--- config.mk ---
export PLATFORM = sky130hd
export DESIGN_NAME = osd_overlay_ctrl
export DESIGN_NICKNAME = d
export VERILOG_FILES = /design/src/rtl/osd_pkg.sv /design/src/rtl/osd_prio_arb.sv /design/src/rtl/osd_overlay_ctrl.sv
export SDC_FILE = /design/constraint.sdc
export NUM_CORES = 1
export LEC_CHECK = 0
export ABC_CLOCK_PERIOD_IN_PS = 2400
export CAP_MARGIN = 15
export CORE_ASPECT_RATIO = 0.8
export CORE_MARGIN = 2
export CORE_UTILIZATION = 40
export DETAILED_ROUTE_END_ITERATION = 6
export GPL_TIMING_DRIVEN = 0
export PLACE_DENSITY = 0.74
export SLEW_MARGIN = 0
export SYNTH_ARGS = -nofsm -noshare
export SYNTH_HDL_FRONTEND = slang
export SYNTH_HIERARCHICAL = 1
export SYNTH_SLANG_ARGS = --single-unit
export TNS_END_PERCENT = 30
--- constraint.sdc ---
create_clock -name pixel_clk -period 2.4 [get_ports pixel_clk]
set_input_delay 0.48 -clock pixel_clk [delete_from_list [all_inputs] [get_ports pixel_clk]]
set_output_delay 0.48 -clock pixel_clk [all_outputs]
set_load 0.005 [all_outputs]
--- src/rtl/osd_pkg.sv ---
// osd_pkg: shared state encoding, glyph indices/encoding and colour defaults
// for the on-screen glyph overlay scheduler.
package osd_pkg;

   typedef enum logic [1:0] {ST_IDLE, ST_ARM, ST_SHOW} state_t;

   localparam logic [2:0] GLY_0 = 3'd0;
   localparam logic [2:0] GLY_1 = 3'd1;
   localparam logic [2:0] GLY_2 = 3'd2;
   localparam logic [2:0] GLY_3 = 3'd3;
   localparam logic [2:0] GLY_4 = 3'd4;

   localparam logic [23:0] COL_FRONT   = 24'hFFFFFF;
   localparam logic [23:0] COL_BACK    = 24'h000000;
   localparam logic [23:0] COL_DEFAULT = 24'h000000;

   // Glyph 4 and the unused indices 5..7 select no LED segment.
   function automatic logic [3:0] glyph_enc(input logic [2:0] g);
      case (g)
         GLY_0:   glyph_enc = 4'b0001;
         GLY_1:   glyph_enc = 4'b0010;
         GLY_2:   glyph_enc = 4'b0100;
         GLY_3:   glyph_enc = 4'b1000;
         default: glyph_enc = 4'b0000;
      endcase
   endfunction

endpackage

--- src/rtl/osd_prio_arb.sv ---
// osd_prio_arb: fixed-priority arbiter, lowest index wins among the requests
// left after masking; returns a one-hot grant and its binary index.
module osd_prio_arb
   import osd_pkg::*;
#(
   parameter int N  = 4,
   parameter int IW = 2
) (
   input  logic [N-1:0]  req,
   input  logic [N-1:0]  mask,
   output logic [N-1:0]  grant,
   output logic [IW-1:0] idx,
   output logic          any
);

   logic [N-1:0] m;

   assign m     = req & mask;
   assign any   = |m;
   assign grant = m & (~m + 1'b1);

   always_comb begin
      idx = '0;
      for (int i = N - 1; i >= 0; i--) begin
         if (m[i]) idx = IW'(i);
      end
   end

endmodule

--- src/rtl/osd_overlay_ctrl.sv ---
// osd_overlay_ctrl: frame-synchronous overlay slot scheduler; arbitrates glyph
// requests and applies, holds, blinks and blanks them only at frame start.
module osd_overlay_ctrl
   import osd_pkg::*;
#(
   parameter int          NUM_REQ        = 4,
   parameter logic [7:0]  HOLD_FRAMES    = 8'd120,
   parameter logic [7:0]  BLINK_FRAMES   = 8'd15,
   parameter logic        VS_POL         = 1'b1,
   parameter logic [23:0] FRONT_COLOUR   = COL_FRONT,
   parameter logic [23:0] BACK_COLOUR    = COL_BACK,
   parameter logic [23:0] DEFAULT_COLOUR = COL_DEFAULT,
   localparam int         IW             = (NUM_REQ > 1) ? $clog2(NUM_REQ) : 1
) (
   input  logic                 pixel_clk,
   input  logic                 rst_n,
   input  logic                 vs_in,
   input  logic [NUM_REQ-1:0]   req,
   input  logic [NUM_REQ*3-1:0] req_glyph,
   input  logic [NUM_REQ-1:0]   req_blink,
   input  logic                 cancel,
   output logic [NUM_REQ-1:0]   req_ack,
   output logic [3:0]           led_sel,
   output logic [23:0]          front_colour,
   output logic [23:0]          back_colour,
   output logic [23:0]          default_colour,
   output logic                 overlay_active,
   output logic [IW-1:0]        cur_owner
);

   state_t               state_q, state_d;
   logic                 vs_s1_q, vs_s2_q;
   logic                 cancel_q, cancel_d;
   logic [2:0]           pend_glyph_q, pend_glyph_d;
   logic                 pend_blink_q, pend_blink_d;
   logic [IW-1:0]        pend_owner_q, pend_owner_d;
   logic                 show_blink_q, show_blink_d;
   logic [7:0]           hold_q, hold_d;
   logic [7:0]           bcnt_q, bcnt_d;
   logic                 phase_q, phase_d;
   logic [NUM_REQ-1:0]   req_ack_q, req_ack_d;
   logic [3:0]           led_sel_q, led_sel_d;
   logic [23:0]          front_q, front_d;
   logic [23:0]          back_q, back_d;
   logic                 active_q, active_d;
   logic [IW-1:0]        owner_q, owner_d;

   logic                 fs;
   logic [NUM_REQ-1:0]   hmask;
   logic [NUM_REQ-1:0]   grant;
   logic [IW-1:0]        gidx;
   logic                 gany;
   logic                 gnt_ok;
   logic                 blank;
   logic                 wrap;

   assign fs     = (vs_s1_q == VS_POL) && (vs_s2_q != VS_POL);
   // Outside IDLE only requesters strictly above the latest grant may pre-empt.
   assign hmask  = (state_q == ST_IDLE) ? '1 : (NUM_REQ'(1) << pend_owner_q) - NUM_REQ'(1);
   assign gnt_ok = gany && !cancel && !cancel_q;
   assign wrap   = show_blink_q && (bcnt_q == 8'd0);

   osd_prio_arb #(.N(NUM_REQ), .IW(IW)) u_arb (
      .req   (req),
      .mask  (hmask),
      .grant (grant),
      .idx   (gidx),
      .any   (gany)
   );

   always_comb begin
      state_d      = state_q;
      cancel_d     = cancel_q | cancel;
      pend_glyph_d = pend_glyph_q;
      pend_blink_d = pend_blink_q;
      pend_owner_d = pend_owner_q;
      show_blink_d = show_blink_q;
      hold_d       = hold_q;
      bcnt_d       = bcnt_q;
      phase_d      = phase_q;
      req_ack_d    = '0;
      led_sel_d    = led_sel_q;
      front_d      = front_q;
      back_d       = back_q;
      active_d     = active_q;
      owner_d      = owner_q;
      blank        = 1'b0;
      if (fs && cancel_q) begin
         state_d      = ST_IDLE;
         cancel_d     = cancel;
         pend_glyph_d = GLY_0;
         pend_blink_d = 1'b0;
         pend_owner_d = '0;
         blank        = 1'b1;
      end else begin
         if (fs && state_q == ST_ARM) begin
            state_d      = ST_SHOW;
            led_sel_d    = glyph_enc(pend_glyph_q);
            front_d      = FRONT_COLOUR;
            back_d       = BACK_COLOUR;
            active_d     = 1'b1;
            owner_d      = pend_owner_q;
            show_blink_d = pend_blink_q;
            hold_d       = HOLD_FRAMES - 8'd1;
            bcnt_d       = BLINK_FRAMES - 8'd1;
            phase_d      = 1'b0;
         end else if (fs && state_q == ST_SHOW) begin
            if (hold_q == 8'd0) begin
               state_d = ST_IDLE;
               blank   = 1'b1;
            end else begin
               hold_d  = hold_q - 8'd1;
               bcnt_d  = !show_blink_q ? bcnt_q : wrap ? BLINK_FRAMES - 8'd1 : bcnt_q - 8'd1;
               phase_d = phase_q ^ wrap;
               front_d = (phase_q ^ wrap) ? BACK_COLOUR : FRONT_COLOUR;
            end
         end
         if (gnt_ok) begin
            state_d      = ST_ARM;
            req_ack_d    = grant;
            pend_glyph_d = req_glyph[int'(gidx)*3 +: 3];
            pend_blink_d = req_blink[gidx];
            pend_owner_d = gidx;
         end
      end
      if (blank) begin
         led_sel_d = 4'b0000;
         front_d   = DEFAULT_COLOUR;
         back_d    = DEFAULT_COLOUR;
         active_d  = 1'b0;
      end
   end

   always_ff @(posedge pixel_clk or negedge rst_n) begin
      if (!rst_n) begin
         state_q      <= ST_IDLE;
         vs_s1_q      <= ~VS_POL;
         vs_s2_q      <= ~VS_POL;
         cancel_q     <= 1'b0;
         pend_glyph_q <= GLY_0;
         pend_blink_q <= 1'b0;
         pend_owner_q <= '0;
         show_blink_q <= 1'b0;
         hold_q       <= 8'd0;
         bcnt_q       <= 8'd0;
         phase_q      <= 1'b0;
         req_ack_q    <= '0;
         led_sel_q    <= 4'b0000;
         front_q      <= DEFAULT_COLOUR;
         back_q       <= DEFAULT_COLOUR;
         active_q     <= 1'b0;
         owner_q      <= '0;
      end else begin
         state_q      <= state_d;
         vs_s1_q      <= vs_in;
         vs_s2_q      <= vs_s1_q;
         cancel_q     <= cancel_d;
         pend_glyph_q <= pend_glyph_d;
         pend_blink_q <= pend_blink_d;
         pend_owner_q <= pend_owner_d;
         show_blink_q <= show_blink_d;
         hold_q       <= hold_d;
         bcnt_q       <= bcnt_d;
         phase_q      <= phase_d;
         req_ack_q    <= req_ack_d;
         led_sel_q    <= led_sel_d;
         front_q      <= front_d;
         back_q       <= back_d;
         active_q     <= active_d;
         owner_q      <= owner_d;
      end
   end

   assign req_ack        = req_ack_q;
   assign led_sel        = led_sel_q;
   assign front_colour   = front_q;
   assign back_colour    = back_q;
   assign default_colour = DEFAULT_COLOUR;
   assign overlay_active = active_q;
   assign cur_owner      = owner_q;

endmodule

==> impl_metrics.py, run 1 <==
metrics = {
    "timing": {
        "layout_setup_ws_ps": 166,
        "relSlewSlack_pct": 66.4,
        "maxSlewViolCount": 0,
        "fin_crit_sh_pct": 93.1,
        "whs_ps": 56.4,
        "hold_violations": 0,
        "layout_min_cycle_time_ps": 2230,
        "tightestPinTransition_ps": 504,
        "rsz0062_at_grt": "false",
        "setup_tns_ps": 0,
        "setup_viol": 0,
        "clock_skew_ps": 3.95,
        "max_freq_mhz": 448,
    },
    "clock_tree": {
        "cts_buffers": 5,
        "cts_hold_buf": 0,
        "clkSinkCount": 41,
        "clock_latency_ps": 300,
        "cts_htree_levels": 2,
        "clock_path_buffers": 2,
        "cts_setup_buffers": 0,
        "root_buffer": "clkbuf_8",
        "path_clk_slew_ps": 80,
        "post_cts_resized": 1,
        "tritoncts": "done",
    },
    "synthesis": {
        "synth_cell_type_count": 54,
        "synthCells": 293,
        "synth_edf_count": 0,
        "async_flop_share_pct": 100,
        "synth_ff_type": "dfrtp_1",
        "netlist.area_leader.share_pct": 37.0,
        "synth_area_leader_cell": "dfrtp_1",
        "yosys_warnings": 6,
        "synth.most_common_cell": "buf_4",
        "synth_common_cells": "71 x buf_4, 41 x dfrtp_1, 19 x nand2_1",
        "ys_top_cells_by_area": "dfrtp_1 37%, buf_4 19%, mux4_2 3.2%",
        "ys_seq_area_share_pct": 37.0,
        "syn_area_per_cell_um2": 9.48,
        "ys_seq_elements": 41,
        "syn_area_um2": 2780,
    },
    "layout": {
        "layout-drive-gt1-share_pct": 27.8,
        "post-route-util_pct": 55.5,
        "nets": 434,
        "n_antenna_cell": 0,
        "fillers": 619,
        "fin_cells": 494,
        "area_growth_pct": 35.7,
        "final_area_um2": 3770,
    },
    "critical_path": {
        "r2r_start": "state_q[1]",
        "rr_worst_depth": 7,
        "path_depth": 7,
        "required_ps": 2590,
        "critPathMaxStageDelay_ps": 530,
        "path_class": "flip-flop to flip-flop",
        "cp-start-kind": "flip-flop",
        "r2r_slack_ps": 170,
        "cp_num_buf_inv": 1,
        "critPathCaptureType": "flip-flop",
        "cpMaxStageDelayCell": "mux4_2",
        "r2r-end": "pend_glyph_q[2]",
        "cp_data_arrival_time_ps": 2420,
        "path_max_fanout": 7,
        "path_delay_family": "simple AND/OR/NAND/NOR gates",
        "cp_cell_sequence": "nor2_1 -> or2_2 -> nand2_2 -> a21oi_2 -> buf_2 -> mux4_2 -> a22o_1",
    },
    "grt": {
        "antenna_found_initial": 0,
        "grt_pass1_vias": 2001,
        "grt_pass1_wl_um": 9390,
        "grt_max_degree": 31,
        "grt_overflow": 0,
        "grtUsageTotal_pct": 15.2,
    },
    "placed_design": {
        "place_ws_ps": -127,
        "placed_cell_area_um2": 3660,
        "hpwlAfterDp_um": 4550,
        "port-buffer-count": 58,
        "finalWeightedCongestion": 0.814,
        "dp.cells": 486,
    },
    "pwr": {
        "power.density_nw_per_um2": 655,
        "peakVddDrop_mv": 0.439,
        "leakagePower_nw": 1.76,
        "power.total_mw": 2.47,
    },
    "die": {
        "die_area_um2": 7630,
        "num_rows": 27,
        "core_um2": 6790,
        "chipWidth_um": 97.1,
        "start_util_pct": 40.9,
        "ioPinCount": 107,
        "die_y_um": 78.5,
    },
    "hold_path": {
        "hold_path.class": "input port to async pin",
    },
    "run_status": {
        "status": "complete, no violations",
    },
    "routing": {
        "drt-initial-drc-count": 121,
        "wl_per_cell_um": 11.7,
        "ant_nets": 0,
        "routed_wl_um": 5760,
        "drc_errors": 0,
        "detail_route.first_pass.iterations": 4,
        "via_per_inst": 4.58,
        "vias": 2263,
    },
    "run": {
        "drv_cap": 0,
    },
}
-- per-layer routing --
metal	track usage, %	vias up	routed length [µm]
met1	20.2	1042	2540
met4	4.79	0	68
met2	24.4	74	2710
met3	3.92	8	438
li1	-	1139	-
met5	0	-	0
-- power breakdown --
group          total [mW]  internal (mW)  switching (mW)
clock               0.499          0.260           0.239
sequential          0.996          0.831           0.165
combinational       0.973          0.541           0.433
-- sequential cells by signal, indices dropped and copies added, names as in the netlist, 2 cells and up --
register,cells
hold_q,8
bcnt_q,8
cur_owner,2
led_sel,4
pend_glyph_q,3
state_q,2
req_ack,4
pend_owner_q,2
-- worst max path at each step --
stage / start / to / slack [ps]
3_5_place_dp: req[2] / pend_glyph_q[2] / -130
4_1_cts: front_colour[22] / front_colour[10] / 80
6_report: state_q[1] / pend_glyph_q[2] / 170
5_1_grt: state_q[1] / pend_glyph_q[2] / 30
3_3_place_gp: rst_n / hold_q[2] / -210
2_1_floorplan: state_q[1] / pend_glyph_q[2] / 220
-- final cells by class --
cell class | count | area (µm²) | area share, %
clock buffers | 7 | 96.3 | 2.56
flip-flops and latches | 41 | 1030 | 27.3
multi-input cells | 210 | 1320 | 35.0
clock inverters | 1 | 5.00 | 0.133
inverters | 8 | 30.0 | 0.797
repair buffers | 59 | 596 | 15.8
well taps | 87 | 109 | 2.89
plain buffers | 81 | 583 | 15.5
-- cell usage in the layout (no fill, tap or decap), types with 4 or more instances in the layout --
| cell | n |
|---|---|
| a21oi_1 | 15 |
| a22o_1 | 5 |
| and2_1 | 4 |
| buf_2 | 5 |
| buf_4 | 71 |
| clkbuf_1 | 5 |
| clkbuf_8 | 7 |
| clkdlybuf4s50_1 | 57 |
| conb_1 | 48 |
| dfrtp_1 | 38 |
| ha_1 | 4 |
| inv_1 | 8 |
| mux4_2 | 4 |
| nand2_1 | 19 |
| nand2_2 | 4 |
| nand2b_1 | 4 |
| nand3_1 | 9 |
| nor2_1 | 16 |
| nor3_1 | 9 |
| nor3b_1 | 4 |
| o21ai_0 | 6 |
| o22ai_1 | 4 |
| or3_1 | 7 |
| or4_1 | 4 |
-- cells by family after synthesis --
group | after synthesis | synth area share, %
multiplexers | 5 | 3.61
AO/OA/AOI/OAI | 57 | 15.7
buffers and inverters | 89 | 22.0
XOR/XNOR | 1 | 0.316
other | 1 | 0.135
adder cells (fa/ha/maj) | 4 | 1.80
flip-flops | 41 | 37.0
AND/OR/NAND/NOR | 95 | 19.4
(Power assumes the default switching activity.)
==> run 2: changes to the inputs <==
CORE_UTILIZATION = 44   (was 40)
PLACE_DENSITY = default   (was 0.74)
PLACE_DENSITY_LB_ADDON = 0.1   (was default)
==> impl_metrics.py, run 2 (synthesis gave the netlist of run 1 again) <==
metrics = {
    "timing": {
        "tightestPinTransition_ps": 530,
        "maxSlewViolCount": 0,
        "setup_viol": 0,
        "clock_skew_ps": 4.00,
        "layout_min_cycle_time_ps": 2270,
        "rsz0062_at_grt": "false",
        "hold_violations": 0,
        "layout_setup_ws_ps": 132,
        "fin_crit_sh_pct": 94.5,
        "max_freq_mhz": 441,
        "setup_tns_ps": 0,
        "relSlewSlack_pct": 64.6,
    },
    "grt": {
        "grt_overflow": 0,
        "antenna_found_initial": 0,
        "grtUsageTotal_pct": 16.4,
        "grt_pass1_wl_um": 9140,
        "grt_max_degree": 26,
        "grt_pass1_vias": 1960,
    },
    "critical_path": {
        "cp-start-kind": "flip-flop",
        "path_class": "flip-flop to flip-flop",
        "r2r-end": "pend_glyph_q[2]",
        "rr_worst_depth": 8,
        "cp_data_arrival_time_ps": 2450,
        "critPathCaptureType": "flip-flop",
        "path_max_fanout": 7,
        "r2r_slack_ps": 130,
        "cp-startpoint": "state_q[1]",
        "critical_path.endpoint": "pend_glyph_q[2]",
        "required_ps": 2590,
        "r2r_start": "state_q[1]",
    },
    "clock_tree": {
        "cts_hold_buf": 0,
        "path_clk_slew_ps": 80,
        "clock_path_buffers": 2,
        "clock_latency_ps": 290,
        "cts_setup_buffers": 0,
        "tritoncts": "done",
        "cts_buffers": 5,
        "cts_htree_levels": 2,
        "root_buffer": "clkbuf_8",
        "clkSinkCount": 41,
    },
    "run": {
        "drv_cap": 0,
    },
    "layout": {
        "regArea_um2": 1030,
        "multiInputGateArea_um2": 1320,
        "layout_commonest_cell": "buf_4",
        "n_antenna_cell": 0,
        "layout-drive-gt1-share_pct": 26.8,
        "fillers": 528,
        "final_cell_mix": "71 x buf_4, 57 x clkdlybuf4s50_1, 48 x conb_1, 40 x dfrtp_1, 19 x nand2_1",
        "area_growth_pct": 36.0,
        "largestRegisters": "bcnt_q: 8 flops, hold_q: 8 flops",
        "nets": 434,
    },
    "die": {
        "start_util_pct": 46.2,
        "num_rows": 25,
        "core_um2": 6010,
        "die_y_um": 75.1,
        "chipWidth_um": 92.8,
        "ioPinCount": 107,
        "die_area_um2": 6970,
    },
    "routing": {
        "drc_errors": 0,
        "ant_nets": 0,
        "vias": 2303,
        "wl_per_cell_um": 12.0,
        "detail_route.first_pass.iterations": 4,
        "via_per_inst": 4.72,
        "routed_wl_um": 5860,
        "drt-initial-drc-count": 61,
    },
    "placed_design": {
        "hpwlAfterDp_um": 4560,
        "place_ws_ps": -110,
        "finalWeightedCongestion": 0.778,
        "port-buffer-count": 58,
    },
    "run_status": {
        "status": "complete, no violations",
    },
    "pwr": {
        "power.density_nw_per_um2": 674,
        "intPower_mw": 1.71,
        "switching_share_pct": 32.8,
        "p_seq_share_pct": 39.3,
        "p_sw_mw": 0.836,
        "p_comb_share_pct": 37.9,
        "peakVddDrop_mv": 0.414,
        "clkPwrFrac_pct": 22.8,
        "leakagePower_nw": 1.77,
    },
    "hold_path": {
        "hold_path.class": "input port to async pin",
    },
}
[run 2: cell count changes in the layout (fill, tap and decap cells not counted)]
cell / change
dfrtp_1: +2
dfrtp_2: -2
a21oi_1: +1
a21oi_2: -1
buf_12: -1
buf_16: +1
bufinv_16: +1
clkbuf_1: +1
clkbuf_8: -1
clkinv_2: -1
[run 2: timing repair]
item                       CTS  global route
resized for setup            1             1
setup endpoints to repair    1             4
cloned                       0             0
[run 2: stage by stage]
step	power (mW)	utilization (%)	cell area [µm²]	hold slack, ps	instances
2_1_floorplan	1.65	-	2950	184	340
3_3_place_gp	1.93	60.5	3630	433	479
3_5_place_dp	1.97	60.9	3660	439	480
4_1_cts	2.56	62.9	3770	139	488
5_1_grt	2.72	62.9	3780	164	488
6_report	2.54	62.9	3780	129	488
[run 2: final cells by class]
cell class | instances | area share, %
clock buffers | 7 | 2.29
multi-input cells | 210 | 34.8
inverters | 8 | 0.795
well taps | 81 | 2.68
clock inverters | 1 | 0.795
flip-flops and latches | 41 | 27.2
repair buffers | 59 | 16.0
plain buffers | 81 | 15.4
[run 2: how the worst min path moves through the flow]
stage	from	to	slack, ps	cells past startpoint
finish	rst_n	hold_q[2]	130	1
global route	rst_n	hold_q[2]	160	1
CTS	rst_n	hold_q[2]	140	1
detailed placement	vs_s1_q	vs_s2_q	440	0
global placement	vs_s1_q	vs_s2_q	430	0
floorplan	rst_n	bcnt_q[0]	180	0
[run 2: power groups by stage]
stage	clock network [mW]	registers, mW	logic, mW
2_1_floorplan	0	0.966	0.689
3_3_place_gp	0	1.00	0.934
3_5_place_dp	0	1.01	0.961
4_1_cts	0.597	0.999	0.966
5_1_grt	0.618	1.03	1.08
6_report	0.581	0.999	0.964
[run 2: routing by layer]
| layer | share of wire [%] | GRT usage, % | vias to the layer above |
|---|---|---|---|
| met5 | 0 | 0 | - |
| met4 | 1.1 | 5.39 | 0 |
| met3 | 8.2 | 4.30 | 7 |
| met2 | 46 | 27.1 | 93 |
| met1 | 44 | 21.5 | 1058 |
| li1 | - | - | 1145 |
[run 2: worst max-delay path, cell delays in order, from the launching register on]
cell and delay [ps]:
dfrtp_1 450, nor2_1 150, or3_1 340, nand2_2 90
inv_1 70, a21oi_2 90, buf_2 200, mux4_2 530
a22o_1 240
==> run 3: changes to the inputs <==
PLACE_DENSITY = 0.87   (was default)
PLACE_DENSITY_LB_ADDON = default   (was 0.1)
==> impl_metrics.py, run 3 (synthesis gave the netlist of run 1 again) <==
metrics = {
    "placed_design": {
        "finalWeightedCongestion": 0.810,
        "hpwlAfterDp_um": 4740,
        "place_ws_ps": -116,
        "port-buffer-count": 58,
    },
    "pwr": {
        "power.total_mw": 2.41,
        "peakVddDrop_mv": 0.409,
        "power.density_nw_per_um2": 647,
        "leakagePower_nw": 1.75,
    },
    "die": {
        "num_rows": 25,
        "start_util_pct": 46.2,
        "core_um2": 6010,
        "ioPinCount": 107,
        "die_area_um2": 6970,
        "chipWidth_um": 92.8,
        "die_y_um": 75.1,
    },
    "timing": {
        "max_freq_mhz": 439,
        "rsz0062_at_grt": "false",
        "relSlewSlack_pct": 38.7,
        "clock_skew_ps": 8.74,
        "setup_tns_ps": 0,
        "setup_viol": 0,
        "tightestPinTransition_ps": 919,
        "maxSlewViolCount": 0,
        "layout_setup_ws_ps": 123,
        "fin_crit_sh_pct": 94.9,
        "hold_violations": 0,
        "layout_min_cycle_time_ps": 2280,
    },
    "layout": {
        "nets": 433,
        "layout-drive-gt1-share_pct": 27.1,
        "fillers": 512,
        "n_antenna_cell": 0,
        "layout_commonest_cell": "buf_4",
        "area_growth_pct": 34.1,
        "final_cell_mix": "71 x buf_4, 57 x clkdlybuf4s50_1, 48 x conb_1, 40 x dfrtp_1, 19 x nand2_1",
        "largestRegisters": "bcnt_q: 8 flops, hold_q: 8 flops",
    },
    "clock_tree": {
        "clock_latency_ps": 290,
        "cts_hold_buf": 0,
        "clock_path_buffers": 2,
        "path_clk_slew_ps": 80,
        "tritoncts": "done",
        "clkSinkCount": 41,
        "cts_htree_levels": 2,
        "cts_buffers": 5,
        "root_buffer": "clkbuf_8",
    },
    "critical_path": {
        "critPathCaptureType": "flip-flop",
        "cp-start-kind": "flip-flop",
        "path_delay_family": "simple AND/OR/NAND/NOR gates",
        "cp_num_buf_inv": 1,
        "path_class": "flip-flop to flip-flop",
        "cp_data_arrival_time_ps": 2460,
        "critPathMaxStageDelay_ps": 520,
        "required_ps": 2580,
        "cp_cell_sequence": "nor2_1 -> or2_2 -> nand2_2 -> a21oi_2 -> buf_2 -> mux4_2 -> a22o_1",
        "path_max_fanout": 7,
        "cpMaxStageDelayCell": "mux4_2",
    },
    "routing": {
        "drc_errors": 0,
        "wl_per_cell_um": 12.5,
        "drt-initial-drc-count": 130,
        "detail_route.first_pass.iterations": 4,
        "vias": 2287,
        "routed_wl_um": 6110,
        "ant_nets": 0,
        "via_per_inst": 4.70,
    },
    "grt": {
        "grt_pass1_wl_um": 9400,
        "grtUsageTotal_pct": 16.9,
        "grt_overflow": 0,
        "grt_max_degree": 42,
        "grt_pass1_vias": 2055,
        "antenna_found_initial": 0,
    },
    "run_status": {
        "status": "complete, no violations",
    },
    "run": {
        "drv_cap": 0,
    },
    "hold_path": {
        "hold_path.class": "input port to async pin",
    },
}
==> run 3: cell types whose count changed in the layout (fill, tap and decap cells not counted), sizes merged <==
cell / change
clkinv: +2
buf: -1
bufinv: -1
clkbuf: -1
==> run 3: per-layer routing <==
| layer | vias to the layer above | part of all wire, % | track usage, % |
|---|---|---|---|
| met5 | - | 0 | 0 |
| met4 | 0 | 1.3 | 3.59 |
| met3 | 11 | 7.8 | 4.90 |
| met2 | 90 | 49 | 29.6 |
| met1 | 1054 | 41 | 21.2 |
| li1 | 1132 | - | - |
==> run 3: layout make-up <==
type	instances	area (µm²)	share of cell area [%]
multi-input cells	210	1320	35.6
flip-flops and latches	41	1030	27.6
plain buffers	81	583	15.7
clock buffers	6	72.6	1.95
well taps	81	101	2.72
inverters	8	30.0	0.806
repair buffers	58	576	15.5
clock inverters	2	10.0	0.269
==> run 3: report_power, final <==
| group | internal [mW] | total [mW] | switching, mW |
|---|---|---|---|
| sequential | 0.830 | 0.994 | 0.164 |
| clock | 0.202 | 0.434 | 0.232 |
| combinational | 0.539 | 0.982 | 0.443 |
==> run 3: worst paths after layout <==
check | from | to | slack (ps) | cells after the start
min in group pixel_clk | pend_blink_q | show_blink_q | 490 | 2
hold reg to reg | pend_blink_q | show_blink_q | 490 | 2
max in group asynchronous | rst_n | state_q[1] | 1450 | 1
setup reg to reg | state_q[1] | pend_glyph_q[2] | 120 | 7
hold / removal | rst_n | bcnt_q[0] | 320 | 1
setup / recovery | state_q[1] | pend_glyph_q[2] | 120 | 7
==> run 3: stage by stage <==
| step | cell area [µm²] | hold slack (ps) | cells | util (%) |
|---|---|---|---|---|
| 2_1_floorplan | 2950 | 184 | 340 | - |
| 4_1_cts | 3710 | 362 | 487 | 61.8 |
| 3_3_place_gp | 3630 | 444 | 479 | 60.5 |
| 3_5_place_dp | 3630 | 460 | 479 | 60.4 |
| 6_report | 3720 | 325 | 487 | 62.0 |
| 5_1_grt | 3720 | 402 | 487 | 62.0 |
==> run 3: repair_timing <==
action	CTS	global route
setup buffers	0	0
endpoints found under the hold margin	0	0
gates resized for setup	1	3
setup endpoints to repair	4	11
